[src/rtl/ts_injection_schedule_pkg.sv]
// rtl/ts_injection_schedule_pkg.sv - shared types and sizes for the TS injection scheduler
package ts_injection_schedule_pkg;

  localparam int FLOW_ADDR_W = 5;
  localparam int LIST_DEPTH  = 32;
  localparam int LIST_ADDR_W = 5;
  localparam int LIST_DATA_W = 6;
  localparam int SLOT_CYC_W  = 16;
  localparam int SLOT_NUM_W  = 6;

  typedef enum logic [1:0] {
    IDLE_S  = 2'd0,
    READ_S  = 2'd1,
    ISSUE_S = 2'd2
  } tis_state_e;

  // Wraps on >= so a slot count shrunk below the current index recovers at once.
  function automatic logic [LIST_ADDR_W-1:0] next_slot_index(
    input logic [LIST_ADDR_W-1:0] idx,
    input logic [SLOT_NUM_W-1:0]  num
  );
    if ({1'b0, idx} >= (num - 6'd1)) begin
      return '0;
    end
    return idx + 5'd1;
  endfunction

endpackage

[src/rtl/injection_list_table.sv]
// rtl/injection_list_table.sv - 32x6 injection list, synchronous write, registered read
module injection_list_table
  import ts_injection_schedule_pkg::*;
(
  input  logic                   i_clk,
  input  logic                   i_rst_n,
  input  logic                   i_wr,
  input  logic [LIST_ADDR_W-1:0] iv_waddr,
  input  logic [LIST_DATA_W-1:0] iv_wdata,
  input  logic                   i_rd,
  input  logic [LIST_ADDR_W-1:0] iv_raddr,
  output logic [LIST_DATA_W-1:0] ov_rdata
);

  logic [LIST_DATA_W-1:0] r_mem [LIST_DEPTH];
  logic [LIST_DATA_W-1:0] r_rdata;

  // Write and read sample the array on the same edge, so a same-address read sees old data.
  always_ff @(posedge i_clk or negedge i_rst_n) begin
    if (!i_rst_n) begin
      for (int i = 0; i < LIST_DEPTH; i++) begin
        r_mem[i] <= '0;
      end
      r_rdata <= '0;
    end else begin
      if (i_wr) begin
        r_mem[iv_waddr] <= iv_wdata;
      end
      if (i_rd) begin
        r_rdata <= r_mem[iv_raddr];
      end
    end
  end

  assign ov_rdata = r_rdata;

endmodule

[src/rtl/ts_injection_schedule.sv]
// rtl/ts_injection_schedule.sv - slot timer and injection request handshake for TS flows
module ts_injection_schedule
  import ts_injection_schedule_pkg::*;
(
  input  logic                   i_clk,
  input  logic                   i_rst_n,
  input  logic                   i_enable,
  input  logic [SLOT_CYC_W-1:0]  iv_slot_cycles,
  input  logic [SLOT_NUM_W-1:0]  iv_slot_num,
  input  logic                   i_list_wr,
  input  logic [LIST_ADDR_W-1:0] iv_list_waddr,
  input  logic [LIST_DATA_W-1:0] iv_list_wdata,
  output logic [FLOW_ADDR_W-1:0] ov_ts_injection_addr,
  output logic                   o_ts_injection_addr_wr,
  input  logic                   i_ts_injection_addr_ack,
  output logic [LIST_ADDR_W-1:0] ov_slot_index,
  output logic                   o_overrun_pulse,
  output logic [1:0]             ov_tis_state
);

  logic [SLOT_CYC_W-1:0]  r_cycle_cnt;
  logic [LIST_ADDR_W-1:0] r_slot_index;
  tis_state_e             r_state;
  logic [FLOW_ADDR_W-1:0] r_addr;
  logic                   r_wr;
  logic                   r_overrun;

  logic                   w_cfg_ok;
  logic                   w_last_cycle;
  logic                   w_slot_pulse;
  logic                   w_rd_en;
  logic [LIST_DATA_W-1:0] w_list_rdata;

  assign w_cfg_ok     = (iv_slot_cycles != '0) && (iv_slot_num != '0);
  assign w_last_cycle = (r_cycle_cnt >= (iv_slot_cycles - 16'd1));
  assign w_slot_pulse = i_enable && w_cfg_ok && w_last_cycle;
  assign w_rd_en      = w_slot_pulse && (r_state == IDLE_S);

  injection_list_table u_list (
    .i_clk    (i_clk),
    .i_rst_n  (i_rst_n),
    .i_wr     (i_list_wr),
    .iv_waddr (iv_list_waddr),
    .iv_wdata (iv_list_wdata),
    .i_rd     (w_rd_en),
    .iv_raddr (r_slot_index),
    .ov_rdata (w_list_rdata)
  );

  always_ff @(posedge i_clk or negedge i_rst_n) begin
    if (!i_rst_n) begin
      r_cycle_cnt  <= '0;
      r_slot_index <= '0;
    end else if (!i_enable || !w_cfg_ok) begin
      r_cycle_cnt  <= '0;
      if (!i_enable) begin
        r_slot_index <= '0;
      end
    end else if (w_last_cycle) begin
      r_cycle_cnt  <= '0;
      r_slot_index <= next_slot_index(r_slot_index, iv_slot_num);
    end else begin
      r_cycle_cnt  <= r_cycle_cnt + 16'd1;
    end
  end

  // Handshake runs independently of i_enable so a pending request is never abandoned.
  always_ff @(posedge i_clk or negedge i_rst_n) begin
    if (!i_rst_n) begin
      r_state   <= IDLE_S;
      r_addr    <= '0;
      r_wr      <= 1'b0;
      r_overrun <= 1'b0;
    end else begin
      r_overrun <= w_slot_pulse && (r_state != IDLE_S);
      case (r_state)
        IDLE_S: begin
          if (w_slot_pulse) begin
            r_state <= READ_S;
          end
        end
        READ_S: begin
          if (w_list_rdata[LIST_DATA_W-1]) begin
            r_addr  <= w_list_rdata[FLOW_ADDR_W-1:0];
            r_wr    <= 1'b1;
            r_state <= ISSUE_S;
          end else begin
            r_state <= IDLE_S;
          end
        end
        ISSUE_S: begin
          if (i_ts_injection_addr_ack) begin
            r_addr  <= '0;
            r_wr    <= 1'b0;
            r_state <= IDLE_S;
          end
        end
        default: begin
          r_addr  <= '0;
          r_wr    <= 1'b0;
          r_state <= IDLE_S;
        end
      endcase
    end
  end

  assign ov_ts_injection_addr   = r_addr;
  assign o_ts_injection_addr_wr = r_wr;
  assign ov_slot_index          = r_slot_index;
  assign o_overrun_pulse        = r_overrun;
  assign ov_tis_state           = r_state;

endmodule

[config.mk]
export PLATFORM = sky130hd
export DESIGN_NAME = ts_injection_schedule
export DESIGN_NICKNAME = d
export VERILOG_FILES = /design/src/rtl/ts_injection_schedule_pkg.sv /design/src/rtl/injection_list_table.sv /design/src/rtl/ts_injection_schedule.sv
export SDC_FILE = /design/constraint.sdc
export NUM_CORES = 1
export LEC_CHECK = 0
export CORE_AREA = 10 10 155 157
export DETAILED_ROUTE_END_ITERATION = 12
export DIE_AREA = 0 0 165 167
export PLACE_DENSITY = 0.76
export RECOVER_POWER = 50
export SYNTH_ARGS = -nofsm -noshare
export SYNTH_HDL_FRONTEND = slang
export SYNTH_SLANG_ARGS = --single-unit
[constraint.sdc]
create_clock -name i_clk -period 2.5 [get_ports i_clk]
set_input_delay 0.5 -clock i_clk [delete_from_list [all_inputs] [get_ports i_clk]]
set_output_delay 0.5 -clock i_clk [all_outputs]
set_load 0.005 [all_outputs]
* Word-level counts from Yosys, hierarchy flattened
Cells that the tools add are included.
** Word-level totals
- Word-level logic and storage cells :: 100
- Bits of input ports :: 38
- Flip-flop bits (word level) :: 228
- Output and inout port bits :: 14
** Cells by class
- Order comparisons :: 5
- Reduce and logical (&&, ||, !) cells :: 17
- Add/subtract/negate cells :: 4
- Multiplexer cells :: 26
- Equal/unequal tests :: 6
- Bitwise operators :: 3
** Operators with widths (count)
- bitwise mux 192 bit :: 1
- 2-to-1 mux 5 bit :: 7
- 2-to-1 mux 16 bit :: 2
- binary-select mux 6 bit (select 5 bit) :: 1
- demux 6 bit (select 5 bit) :: 1
- 2-to-1 mux 6 bit :: 3
- adder 16 x 1 -> 16 bit (second input constant) :: 1
- greater-or-equal comparator 16 bit :: 1
- nonzero test 16 bit :: 1
- subtractor 16 x 1 -> 16 bit (second input constant) :: 1
- case mux 5 bit (3 select lines) :: 1
- greater-or-equal comparator 6 bit (second input constant) :: 2
- inverter 5 -> 6 bit :: 2
- greater-or-equal comparator 5 x 6 -> 1 bit :: 1
- logical AND 1 bit :: 6
- < comparator 6 x 1 -> 1 bit (second input constant) :: 1
- 2-to-1 mux 2 bit :: 3
- != test 2 bit (second input constant) :: 3
- case mux 2 bit (3 select lines) :: 1
- nonzero test 6 bit :: 1
- subtractor 6 x 1 -> 6 bit (second input constant) :: 1
- adder 5 x 1 -> 5 bit (second input constant) :: 1
- 2-to-1 mux 1 bit :: 5
- AND reduction 2 bit :: 2
- other kinds (10) :: 12

* Logic depth before layout (Yosys ltp)
Gate-level depths: netlist of run 1.
- Word-level depth :: 8
- Gate-level depth with buffers :: 15

* Modules after synthesis
Synthesis of run 1 repeated with hierarchy kept, for this count alone.
** Unflattened totals
- Cells, all modules :: 904
- Area, all modules :: 11384.7 um^2
** Modules (own cells, without submodules)
- injection_list_table :: area each 9227.6 um^2, cells each 669, instances 1
- ts_injection_schedule :: area each 2157.1 um^2, cells each 235, instances 1

* Worst setup path after synthesis of run 1
No wires, ideal clock.
- Path type :: input to register
- Start point :: input iv_slot_cycles[2]
- End point :: register r_cycle_cnt[7]
- Buffers on the path :: 2
- Slack :: -0.937 ns
- Stages on the path :: 15
- Library setup time :: 0.069 ns
- Data required time :: 2.431 ns
- Arrival time :: 3.368 ns
- Path through :: nor2_2 > nand3_1 > or3_2 > nor4_2 > nand2_1 > xor2_1 > ha_1 > a211oi_1 > o21ai_0 > a221o_1 > a31o_2 > or2_1 > buf_6 > buf_8 > nor2_4
** Between the ends
- Word-level cells in the longest chain between the ends :: 5
** Ends and longest elaborated chain
- from (decl) :: line ts_injection_schedule.sv:8 : input logic [SLOT_CYC_W-1:0] iv_slot_cycles,
- parallel branches: the longest is 4 deep, another holds subtractor 16 x 1 -> 16 bit
- 2-to-1 mux 16 bit (*) :: line ts_injection_schedule.sv:54 : end else if (!i_enable || !w_cfg_ok) begin
- to (signal assigned) :: line ts_injection_schedule.sv:63 : r_cycle_cnt <= r_cycle_cnt + 16'd1;
- to (decl) :: line ts_injection_schedule.sv:21 : logic [SLOT_CYC_W-1:0] r_cycle_cnt;
Every way passes the cells marked *.
A chain may end at the register's enable or synchronous reset.

* Worst setup path after layout of run 1
- Start point :: input iv_slot_cycles[1]
- End point :: register r_slot_index[0] (netlist: ov_slot_index[0])
** Between the ends
- Word-level cells in the longest chain between the ends :: 6
** Ends and longest elaborated chain
- parallel branches: the longest is 6 deep, another holds subtractor 16 x 1 -> 16 bit
- to (signal assigned) :: line ts_injection_schedule.sv:61 : r_slot_index <= next_slot_index(r_slot_index, iv_slot_num);
- to (decl) :: line ts_injection_schedule.sv:22 : logic [LIST_ADDR_W-1:0] r_slot_index;
Parallel ways; which one is timed is not known.

==> results of run 1 <==
layout make-up:
cell class,instances,area [µm²],share of cell area (%)
clock buffer,38,724,5.28
clock inverter,2,10.0,0.0729
inverter,19,76.3,0.556
multi-input combinational,564,5560,40.5
sequential,228,5710,41.6
tap,275,344,2.51
timing repair buffer,140,1300,9.50
layout by cell type (no fill, tap or decap), types with 18 or more instances in the layout:
cell and instances:
clkbuf_16 25, mux2i_1 30, nand2_1 43, mux4_2 36
nor2_1 38, buf_4 71, clkdlybuf4s50_1 38, a22oi_1 18
ha_1 24, dfrtp_1 226, mux2_2 192
cells by family (layout without fill, tap and decap cells):
family          count (synthesis)  in the layout  share of synthesized area (%)
flops                         228            228                           50.2
mux                           258            258                           28.8
fa+ha+maj                      26             26                           2.86
xor+xnor                       31             31                           2.39
compound gates                 77             77                           5.13
buf+inv                        58            199                           2.37
simple gates                  172            172                           8.23
sequential cells by signal, indices dropped and copies added (netlist names):
register	flops
u_list.r_mem	192
ov_ts_injection_addr	5
ov_slot_index	5
ov_tis_state	2
o_ts_injection_addr_wr	1
o_overrun_pulse	1
u_list.ov_rdata	6
r_cycle_cnt	16
metrics by stage:
stage          util (%)  cell area, µm²  total power, µW  setup slack [ns]  hold WS [ns]
3_3_place_gp       61.2           12700             6180             -1.34         0.409
3_5_place_dp       61.2           12700             6270             -1.40         0.412
4_1_cts            65.4           13600             9640            -0.394         0.469
6_report           65.9           13700             9570            -0.355         0.500
2_1_floorplan         -           11400             5650            -0.846         0.204
5_1_grt            65.9           13700            10000            -0.466         0.513
synthesized netlist by cell type (10+ instances only):
cell type and instances:
o21ai_0 11, ha_1 26, nand3_1 10, a21oi_1 12
mux2_2 192, inv_1 19, mux2i_1 30, nand2_1 43
xor2_1 14, mux4_2 36, a22oi_1 18, dfrtp_1 228
xnor2_1 17, clkbuf_1 24, nor2_1 48
worst max-delay path by stage:
| stage | end | cells after the start |
|---|---|---|
| after detailed placement | ov_slot_index[2] | 14 |
| after global placement | ov_slot_index[2] | 14 |
| after floorplan | r_cycle_cnt[7] | 15 |
| final | ov_slot_index[0] | 16 |
| after CTS | r_cycle_cnt[3] | 15 |
| after global routing | ov_slot_index[3] | 15 |
metal layers:
layer  vias up  GRT usage (%)  part of all wire [%]
met5         -              0                     0
met4         0           4.12                   1.8
met3        40           4.02                   6.6
met2       198           29.1                    47
met1      3797           26.0                    45
li1       3366              -                     -
critical path: stages:
cell and delay, ns:
buf_6 0.10, inv_4 0.04, buf_6 0.08, nand3_2 0.07, or3_4 0.39, nor4_4 0.16, nand2_1 0.10, xor2_1 0.16
ha_1 0.32, a211oi_2 0.18, o21ai_1 0.10, a221o_1 0.31, a31o_4 0.24, buf_4 0.15, and3_4 0.14, a31o_2 0.20
repair_timing:
action | in CTS | in global routing
hold buffers | 1 | 0
buffers inserted | 4 | 8
endpoints found under the setup margin | 29 | 30
pin swaps | 24 | 19
cloned | 1 | 0
gates resized for setup | 48 | 30
hold endpoints to repair | 36 | 0
report_power, final:
group / switching, µW / total (µW) / internal (µW) / leakage [µW]
Combinational: 661 / 1570 / 912 / 0.00278
Clock: 1370 / 3330 / 1970 / 0.000361
Sequential: 333 / 4660 / 4330 / 0.00292
==> reports/results.ini, run 1 <==
[status]
status=finished with violations
violations=setup timing

[routing]
postRouteWirelength_mm=25.5
drc=0
avgViaCountPerCell=5.85
drt_first_pass_iters=5
post_detailed_route_wirelength_per_cell_um=20.1
routed_antenna_nets=0
num_vias=7401
drt_iter0_drc=482

[power_and_ir_drop]
power.leakage_uw=0.00606
pwr_density_cell_nw_per_um2=697
power.ir.vdd_worst_v=0.000585

[grt]
grt_antenna_before_repair=0
globalRoute.totalOverflow=0
number_of_global_route_vias_before_repair=7789
grt_first_pass_wirelength_mm=42.0
grtUsageTotal_pct=18.6
largest_net_degree_at_the_start_of_global_routing=63

[layout]
fin_nets=1041
area.growth.synth_to_final_pct=20.8
antennaDiodeCount=0
final.fill_count=1509
stdcell_count=1266
drive_gt1_share_pct=41.2

[timing]
timing.setup.tns_ns=-8.78
timing.clock.skew_ns=0.0103
grt_setup_unrepaired=yes
timing.final.crit_share_pct=114
worst_pin_slew_ns=0.990
setup_viol=29
maxSlewViolCount=0
fin_ws_ns=-0.355
maxSlewHeadroom_pct=34.0
fmax_mhz=350
final_hold_viols=0
finalCriticalPeriod_ns=2.86

[placement]
cells_after_dpl=1214
gp_routability_congestion=0.819
hpwlAfterDp_mm=17.0
portbufs=51

[synth]
synth_largest_type_area_fraction_pct=50.2
syn-instance-count=850
ys_seq_elements=228
netlist_top_cells_area=dfrtp_1, mux2_2, mux4_2, ha_1, mux2i_1
ys_seq_area_share_pct=50.2
syn-cell-area_um2=11400
syn_avg_cell_area_um2=13.4
syn-num-nets=914
asyncSetResetFlopFracSynth_pct=100
yosysWarningCount=0
netlist-cell-type-count=59
post_synth_top_area_cell=dfrtp_1
synth_edf_count=0
synth-main-ff-cell=dfrtp_1

[floorplanning]
core-area_um2=20800
placement_rows=53
boundaryPins=52
die_y_um=167
die-width_um=165
design.die.area_um2=27600
initial_utilization_pct=54.6

[setup_path]
timing.rr.start=r_cycle_cnt[2]
worst_setup_path_end_kind=flop
timing.critical_path.required_ns=2.90
critical_path_launch_point=iv_slot_cycles[1]
r2r.worst_path.cells=8
crit_path_start_kind=input port
crit_path_arrival_time_ns=3.25
reg2reg_setup_slack_ns=0.22
rr_endpoint=ov_slot_index[4]
critical_path.max_fanout=6
worstSetupPathType=in2reg

[clocking]
root_buffer_cell=clkbuf_16
worst_skew_late_latency_ns=0.52
cts_tree=done
clock_pin_slew_of_the_registers_on_the_worst_case_setup_and_hold_paths_ns=0.06
worst_case_clock_buffer_depth=3
cts_inserted_buffers=24
htree_num_levels=1
cts.sinks=228

[hold_path]
min_delay_path_depth=1
holdCritStartpoint=u_list.r_mem[104]
worst_hold_path.endpoint=u_list.r_mem[104]
min-delay-path-class=reg2reg

[run]
maxcap_viol_count=0

No activity file was read; power rests on OpenSTA's default activity.
==> run 2: changes to the inputs <==
--- a/config.mk
+++ b/config.mk
@@ -5,9 +5,9 @@
 export SDC_FILE = /design/constraint.sdc
 export NUM_CORES = 1
 export LEC_CHECK = 0
-export CORE_AREA = 10 10 155 157
+export CORE_AREA = 10 10 163 150
 export DETAILED_ROUTE_END_ITERATION = 12
-export DIE_AREA = 0 0 165 167
+export DIE_AREA = 0 0 173 160
 export PLACE_DENSITY = 0.76
 export RECOVER_POWER = 50
 export SYNTH_ARGS = -nofsm -noshare
==> run 2 against run 1 <==
Effect of this change: the run ends with capacitance limit, slew limit, setup timing left; first-iteration DRC count is 1.0% higher; clock skew is 0.012 ns higher; count of clock-buffer cells in the layout is 7 lower; global-route usage is 0.15 points lower; core utilization is 1.2 points lower; register-to-register slack hardly changed; sequential share of layout area is 0.065 points higher; largest cell class unchanged.
==> reports/results.ini, run 2 (synthesized netlist as in run 1, its figures left out) <==
[status]
status=finished with violations
violations=capacitance limit, slew limit, setup timing

[routing]
avgViaCountPerCell=5.76  ; -1.4%
routed_antenna_nets=0  ; unchanged
post_detailed_route_wirelength_per_cell_um=19.9  ; -1.1%
drt_iter0_drc=487  ; +1.0%
postRouteWirelength_mm=25.5  ; +0.20%
drc=0  ; unchanged
num_vias=7395  ; -0.081%
drt_first_pass_iters=5  ; unchanged

[setup_path]
critical_path.cell_chain=buf_8 -> nor2_4 -> nand3_2 -> or3_4 -> nor4_4 -> nand2_1 -> xor2_1 -> ha_1 -> a211oi_2 -> o21ai_1 -> a221o_1 -> a31o_4 -> buf_6 -> nand3b_1 -> buf_12 -> mux2i_1
r2r.worst_path.cells=9  ; +1
worst_setup_path_end_kind=flop
worstSetupPathType=in2reg
cp_max_delay_cell=or3_4
timing.rr.start=r_cycle_cnt[6]
critical_path.max_fanout=7  ; +1
crit_path_max_incr_delay_ns=0.40  ; about the same
reg2reg_setup_slack_ns=0.21  ; about the same
crit_path_start_kind=input port
timing.critical_path.required_ns=2.92  ; +0.02 ns
critical_path.endpoint=u_list.ov_rdata[3]
rr_endpoint=u_list.ov_rdata[3]
crit_path_arrival_time_ns=3.37  ; +0.12 ns
critical_path_launch_point=iv_slot_cycles[3]

[grt]
number_of_global_route_vias_before_repair=7821  ; +0.41%
largest_net_degree_at_the_start_of_global_routing=64  ; +1.6%
grt_antenna_before_repair=0  ; unchanged
globalRoute.totalOverflow=0  ; unchanged
grt_first_pass_wirelength_mm=42.3  ; +0.69%
grtUsageTotal_pct=18.5  ; -0.15 points

[clocking]
worst_case_clock_buffer_depth=3  ; unchanged
cts_inserted_buffers=24  ; unchanged
htree_num_levels=1  ; unchanged
root_buffer_cell=clkbuf_16
worst_skew_late_latency_ns=0.52  ; about the same
cts_tree=done
cts.sinks=228  ; unchanged
clock_pin_slew_of_the_registers_on_the_worst_case_setup_and_hold_paths_ns=0.06  ; about the same

[timing]
maxSlewViolCount=62  ; +62
grt_setup_unrepaired=yes
worst_pin_slew_ns=1.56  ; +0.569 ns
fin_ws_ns=-0.452  ; -0.0971 ns
final_hold_viols=0  ; unchanged
setup_viol=29  ; unchanged
finalCriticalPeriod_ns=2.95  ; +0.0971 ns
fmax_mhz=339  ; -3.3%
timing.final.crit_share_pct=118  ; +3.9 points
timing.clock.skew_ns=0.0223  ; +0.0120 ns
maxSlewHeadroom_pct=-3.97  ; -38 points

[placement]
portbufs=51  ; unchanged
gp_routability_congestion=0.861  ; +5.1%
hpwlAfterDp_mm=16.9  ; -0.53%
place_ws_ns=-1.36  ; +0.0311 ns
cells_after_dpl=1234  ; +1.6%

[floorplanning]
boundaryPins=52  ; unchanged
placement_rows=51  ; -3.8%
die-width_um=173  ; +4.8%
die_y_um=160  ; -4.2%
design.die.area_um2=27700  ; +0.45%
initial_utilization_pct=53.6  ; -0.93 points
core-area_um2=21200  ; +1.7%

[layout]
largest_register_ffs=192  ; unchanged
top_register_by_number_of_flip_flops=u_list.r_mem
antennaDiodeCount=0  ; unchanged
mostFrequentLayoutCell=dfrtp_1
mostFrequentLayoutCells=dfrtp_1, mux2_2, buf_4
final.fill_count=1585  ; +5.0%
stdcell_count=1283  ; +1.3%
fin_nets=1041  ; unchanged
drive_gt1_share_pct=40.9  ; -0.24 points
final_core_util_pct=64.7  ; -1.2 points
area.growth.synth_to_final_pct=20.6

[power_and_ir_drop]
pwr_density_cell_nw_per_um2=715  ; +2.6%
power.ir.vdd_worst_v=0.000545  ; -6.8%
power.leakage_uw=0.00606  ; about the same

[run]
maxcap_viol_count=1  ; +1

[hold_path]
min-delay-path-class=reg2reg

run 2: cell count changes in the layout (fill, tap and decap cells not counted), sizes merged:
cell,previous run,this run
dlygate4sd2,2,4
buf,88,90
clkdlybuf4s50,38,41
bufinv,0,2
clkbuf,45,34
dlymetal6s2s,3,0
clkinv,2,7
clkinvlp,0,1
run 2: stage by stage:
| step | TNS [ns] | hold slack, ns | total power [µW] | cell area (µm²) |
|---|---|---|---|---|
| detailed placement | -37.83 | 0.466 | 6250 | 12800 |
| floorplan | -21.27 | 0.204 | 5650 | 11400 |
| global placement | -36.96 | 0.467 | 6160 | 12800 |
| CTS | -11.29 | 0.502 | 9850 | 13700 |
| global route | -16.16 | 0.517 | 10200 | 13700 |
| finish | -11.63 | 0.500 | 9800 | 13700 |
run 2: layout make-up:
| cell class | count | area (µm²) | area share, % |
|---|---|---|---|
| Clock inverter | 10 | 103 | 0.748 |
| Sequential cell | 228 | 5710 | 41.7 |
| Timing Repair Buffer | 140 | 1260 | 9.23 |
| Inverter | 19 | 71.3 | 0.520 |
| Clock buffer | 31 | 698 | 5.09 |
| Tap cell | 291 | 364 | 2.66 |
| Multi-Input combinational cell | 564 | 5500 | 40.1 |
run 2: timing repair:
| item | in CTS | in global routing |
|---|---|---|
| setup endpoints to repair | 29 | 29 |
| cloned | 1 | 0 |
| resized for setup | 44 | 5 |
| pin swaps | 20 | 3 |
| setup buffers | 5 | 1 |
| hold endpoints to repair | 57 | 0 |
| hold buffers | 1 | 0 |
run 2: how the worst min path moves through the flow:
| stage | startpoint | cells after the start | slack, ns | to |
|---|---|---|---|---|
| 6_report | u_list.r_mem[151] | 1 | 0.50 | u_list.r_mem[151] |
| 5_1_grt | u_list.r_mem[31] | 1 | 0.52 | u_list.r_mem[31] |
| 4_1_cts | u_list.r_mem[151] | 1 | 0.50 | u_list.r_mem[151] |
| 3_5_place_dp | i_rst_n | 1 | 0.47 | r_cycle_cnt[5] |
| 3_3_place_gp | i_rst_n | 1 | 0.47 | r_cycle_cnt[5] |
| 2_1_floorplan | i_rst_n | 0 | 0.20 | o_overrun_pulse |
run 2: metal layers:
| metal | vias up | share of wire [%] | track usage (%) |
|---|---|---|---|
| met3 | 32 | 4.5 | 2.76 |
| li1 | 3365 | - | - |
| met2 | 174 | 46 | 29.2 |
| met4 | 0 | 1.5 | 3.68 |
| met1 | 3824 | 48 | 26.7 |
| met5 | - | 0 | 0 |
run 2: where the power goes:
group | total (µW) | internal (µW) | leakage (µW) | switching [µW]
combinational | 1550 | 902 | 0.00274 | 649
sequential | 4660 | 4330 | 0.00292 | 332
clock | 3590 | 2160 | 0.000401 | 1430
run 2: critical path, delay by kind of cell:
| kind | cells | cell delay, ns |
|---|---|---|
| buf+inv | 3 | 0.36 |
| xor+xnor | 1 | 0.18 |
| mux | 1 | 0.18 |
| simple gates | 6 | 0.96 |
| compound gates | 4 | 0.87 |
| fa+ha+maj | 1 | 0.31 |
==> run 3: changes to the inputs <==
--- a/config.mk
+++ b/config.mk
@@ -8,8 +8,10 @@
 export CORE_AREA = 10 10 163 150
 export DETAILED_ROUTE_END_ITERATION = 12
 export DIE_AREA = 0 0 173 160
+export MAX_ROUTING_LAYER = met4
 export PLACE_DENSITY = 0.76
 export RECOVER_POWER = 50
+export SKIP_CTS_REPAIR_TIMING = 1
 export SYNTH_ARGS = -nofsm -noshare
 export SYNTH_HDL_FRONTEND = slang
 export SYNTH_SLANG_ARGS = --single-unit
==> run 3 against run 2 <==
Effect of this change: the flow still finishes with violations (capacitance limit, slew limit, setup timing); first-iteration DRC count down 0.82%; critical path depth down 1; count of clock-buffer cells in the layout unchanged; worst hold slack about the same; clock power is essentially flat; sequential share of layout area down 0.16 points; non-clock buffer count shrank 2; sequential power is essentially flat; core utilization is 0.25 points higher; via count increased by 0.34%; routed wire length is 0.25% higher; setup slack better by 0.074 ns.
==> reports/results.ini, run 3 (synthesized netlist as in run 1, its figures left out) <==
[hold_path]
min_delay_path_depth=1  ; unchanged
min-delay-path-class=reg2reg

[timing]
setup_viol=29  ; unchanged
timing.final.crit_share_pct=115  ; -3.0 points
finalCriticalPeriod_ns=2.88  ; -0.0742 ns
worst_pin_slew_ns=1.55  ; -0.0124 ns
final_hold_viols=0  ; unchanged
grt_setup_unrepaired=yes
maxSlewHeadroom_pct=-3.14  ; +0.83 points
whs_ns=0.500  ; -0.00000400 ns
fin_ws_ns=-0.378  ; +0.0742 ns
maxSlewViolCount=62  ; unchanged
fmax_mhz=347  ; +2.6%
timing.clock.skew_ns=0.0234  ; +0.00114 ns

[placement]
hpwlAfterDp_mm=16.9  ; unchanged
place_ws_ns=-1.36  ; unchanged
portbufs=51  ; unchanged
cells_after_dpl=1234  ; unchanged
gp_routability_congestion=0.875  ; +1.6%

[clocking]
htree_num_levels=1  ; unchanged
worst_skew_late_latency_ns=0.52  ; about the same
root_buffer_cell=clkbuf_16
worst_case_clock_buffer_depth=3  ; unchanged
cts_inserted_buffers=24  ; unchanged
cts_tree=done
clock_pin_slew_of_the_registers_on_the_worst_case_setup_and_hold_paths_ns=0.06  ; about the same
cts.sinks=228  ; unchanged

[routing]
routed_antenna_nets=0  ; unchanged
postRouteWirelength_mm=25.6  ; +0.25%
num_vias=7420  ; +0.34%
avgViaCountPerCell=5.79  ; +0.49%
drc=0  ; unchanged
post_detailed_route_wirelength_per_cell_um=20.0  ; +0.40%
drt_iter0_drc=483  ; -0.82%
drt_first_pass_iters=5  ; unchanged

[layout]
final_core_util_pct=65.0  ; +0.25 points
fin_nets=1039  ; -0.19%
final.fill_count=1567  ; -1.1%
mostFrequentLayoutCells=dfrtp_1, mux2_2, buf_4
area.growth.synth_to_final_pct=21.1
top_register_by_number_of_flip_flops=u_list.r_mem
stdcell_count=1281  ; -0.16%
antennaDiodeCount=0  ; unchanged
drive_gt1_share_pct=41.0  ; +0.083 points
mostFrequentLayoutCell=dfrtp_1
largest_register_ffs=192  ; unchanged
multiInputGateArea_um2=5530  ; +0.64%
final-seq-area_um2=5710  ; unchanged

[power_and_ir_drop]
pwr_density_cell_nw_per_um2=714  ; -0.15%
power.share.combinational_pct=15.9  ; about the same
switching_power_as_a_share_of_total_power_pct=24.7  ; +0.15 points
power.leakage_uw=0.00611  ; +0.89%
power.ir.vdd_worst_v=0.000546  ; +0.18%
clock_power_share_pct=36.7  ; about the same
intPower_uw=7400  ; about the same
pwr-share-seq_pct=47.5  ; about the same
power.switching_uw=2430  ; +0.82%
totalPowerFinal_uw=9820  ; +0.23%

[status]
violations=capacitance limit, slew limit, setup timing
status=finished with violations

[floorplanning]
initial_utilization_pct=53.6  ; unchanged
core-area_um2=21200  ; unchanged
die-width_um=173  ; unchanged
die_y_um=160  ; unchanged
boundaryPins=52  ; unchanged
design.die.area_um2=27700  ; unchanged
placement_rows=51  ; unchanged

[grt]
largest_net_degree_at_the_start_of_global_routing=64  ; unchanged
globalRoute.totalOverflow=0  ; unchanged
number_of_global_route_vias_before_repair=7698  ; -1.6%
grtUsageTotal_pct=18.7  ; +0.17 points
grt_first_pass_wirelength_mm=41.5  ; -1.8%
grt_antenna_before_repair=0  ; unchanged

[setup_path]
r2r.worst_path.cells=6  ; -3
timing.critical_path.required_ns=2.88  ; -0.04 ns
crit_path_start_kind=input port
crit_path_arrival_time_ns=3.26  ; -0.11 ns
worstSetupPathType=in2reg
critical_path.max_fanout=7  ; unchanged
worst_setup_path_end_kind=flop

[run]
maxcap_viol_count=1  ; unchanged

run 3: cell types whose count changed in the layout (fill, tap and decap cells not counted), moves of 3 or more:
cell | previous run | this run
clkdlybuf4s50_1 | 41 | 38
dlymetal6s2s_1 | 0 | 7
dlygate4sd2_1 | 4 | 0
buf_4 | 76 | 73
run 3: area by class of cell:
| cell class | instances | area share (%) |
|---|---|---|
| inverter | 19 | 0.536 |
| tap | 291 | 2.65 |
| sequential | 228 | 41.5 |
| clock inverter | 10 | 0.746 |
| timing repair buffer | 138 | 9.30 |
| multi-input combinational | 564 | 40.2 |
| clock buffer | 31 | 5.07 |
run 3: path summary, 6_finish.rpt:
| path | startpoint | end | slack, ns |
|---|---|---|---|
| setup / recovery | iv_slot_cycles[1] | ov_slot_index[2] | -0.38 |
| hold / removal | u_list.r_mem[151] | u_list.r_mem[151] | 0.50 |
| setup reg to reg | ov_slot_index[0] | u_list.ov_rdata[0] | 0.24 |
| hold reg to reg | u_list.r_mem[151] | u_list.r_mem[151] | 0.50 |
| max in group asynchronous | i_rst_n | u_list.r_mem[153] | 0.32 |
| min in group asynchronous | i_rst_n | r_cycle_cnt[5] | 0.91 |
run 3: power by group through the flow:
stage	combinational [µW]	sequential (µW)	clock, µW
global route	1710	4730	3790
CTS	1550	4660	3630
detailed placement	1530	4710	0
floorplan	1050	4600	0
finish	1560	4660	3600
global placement	1480	4680	0
run 3: metal layers:
layer	share of wire [%]	global-route usage, %	up-vias
met5	0	-	-
met4	1.6	3.68	0
met3	4.3	2.71	36
met2	46	28.3	175
met1	49	26.4	3841
li1	-	-	3368
run 3: per-stage QoR:
| step | cell area [µm²] | setup TNS, ns |
|---|---|---|
| detailed placement | 12800 | -37.83 |
| global route | 13800 | -12.46 |
| floorplan | 11400 | -21.27 |
| global placement | 12800 | -36.96 |
| CTS | 13600 | -23.63 |
| finish | 13800 | -8.96 |
run 3: critical path, cell delays in order:
cell and delay (ns):
clkbuf_2 0.09, inv_2 0.06, buf_4 0.11, ha_4 0.12, nor4b_4 0.18, nand3_2 0.16
buf_4 0.17, nor2_1 0.12, xnor2_1 0.16, ha_1 0.30, a21o_1 0.19, a221o_1 0.35
a31o_4 0.24, and4_1 0.19, a311o_1 0.31
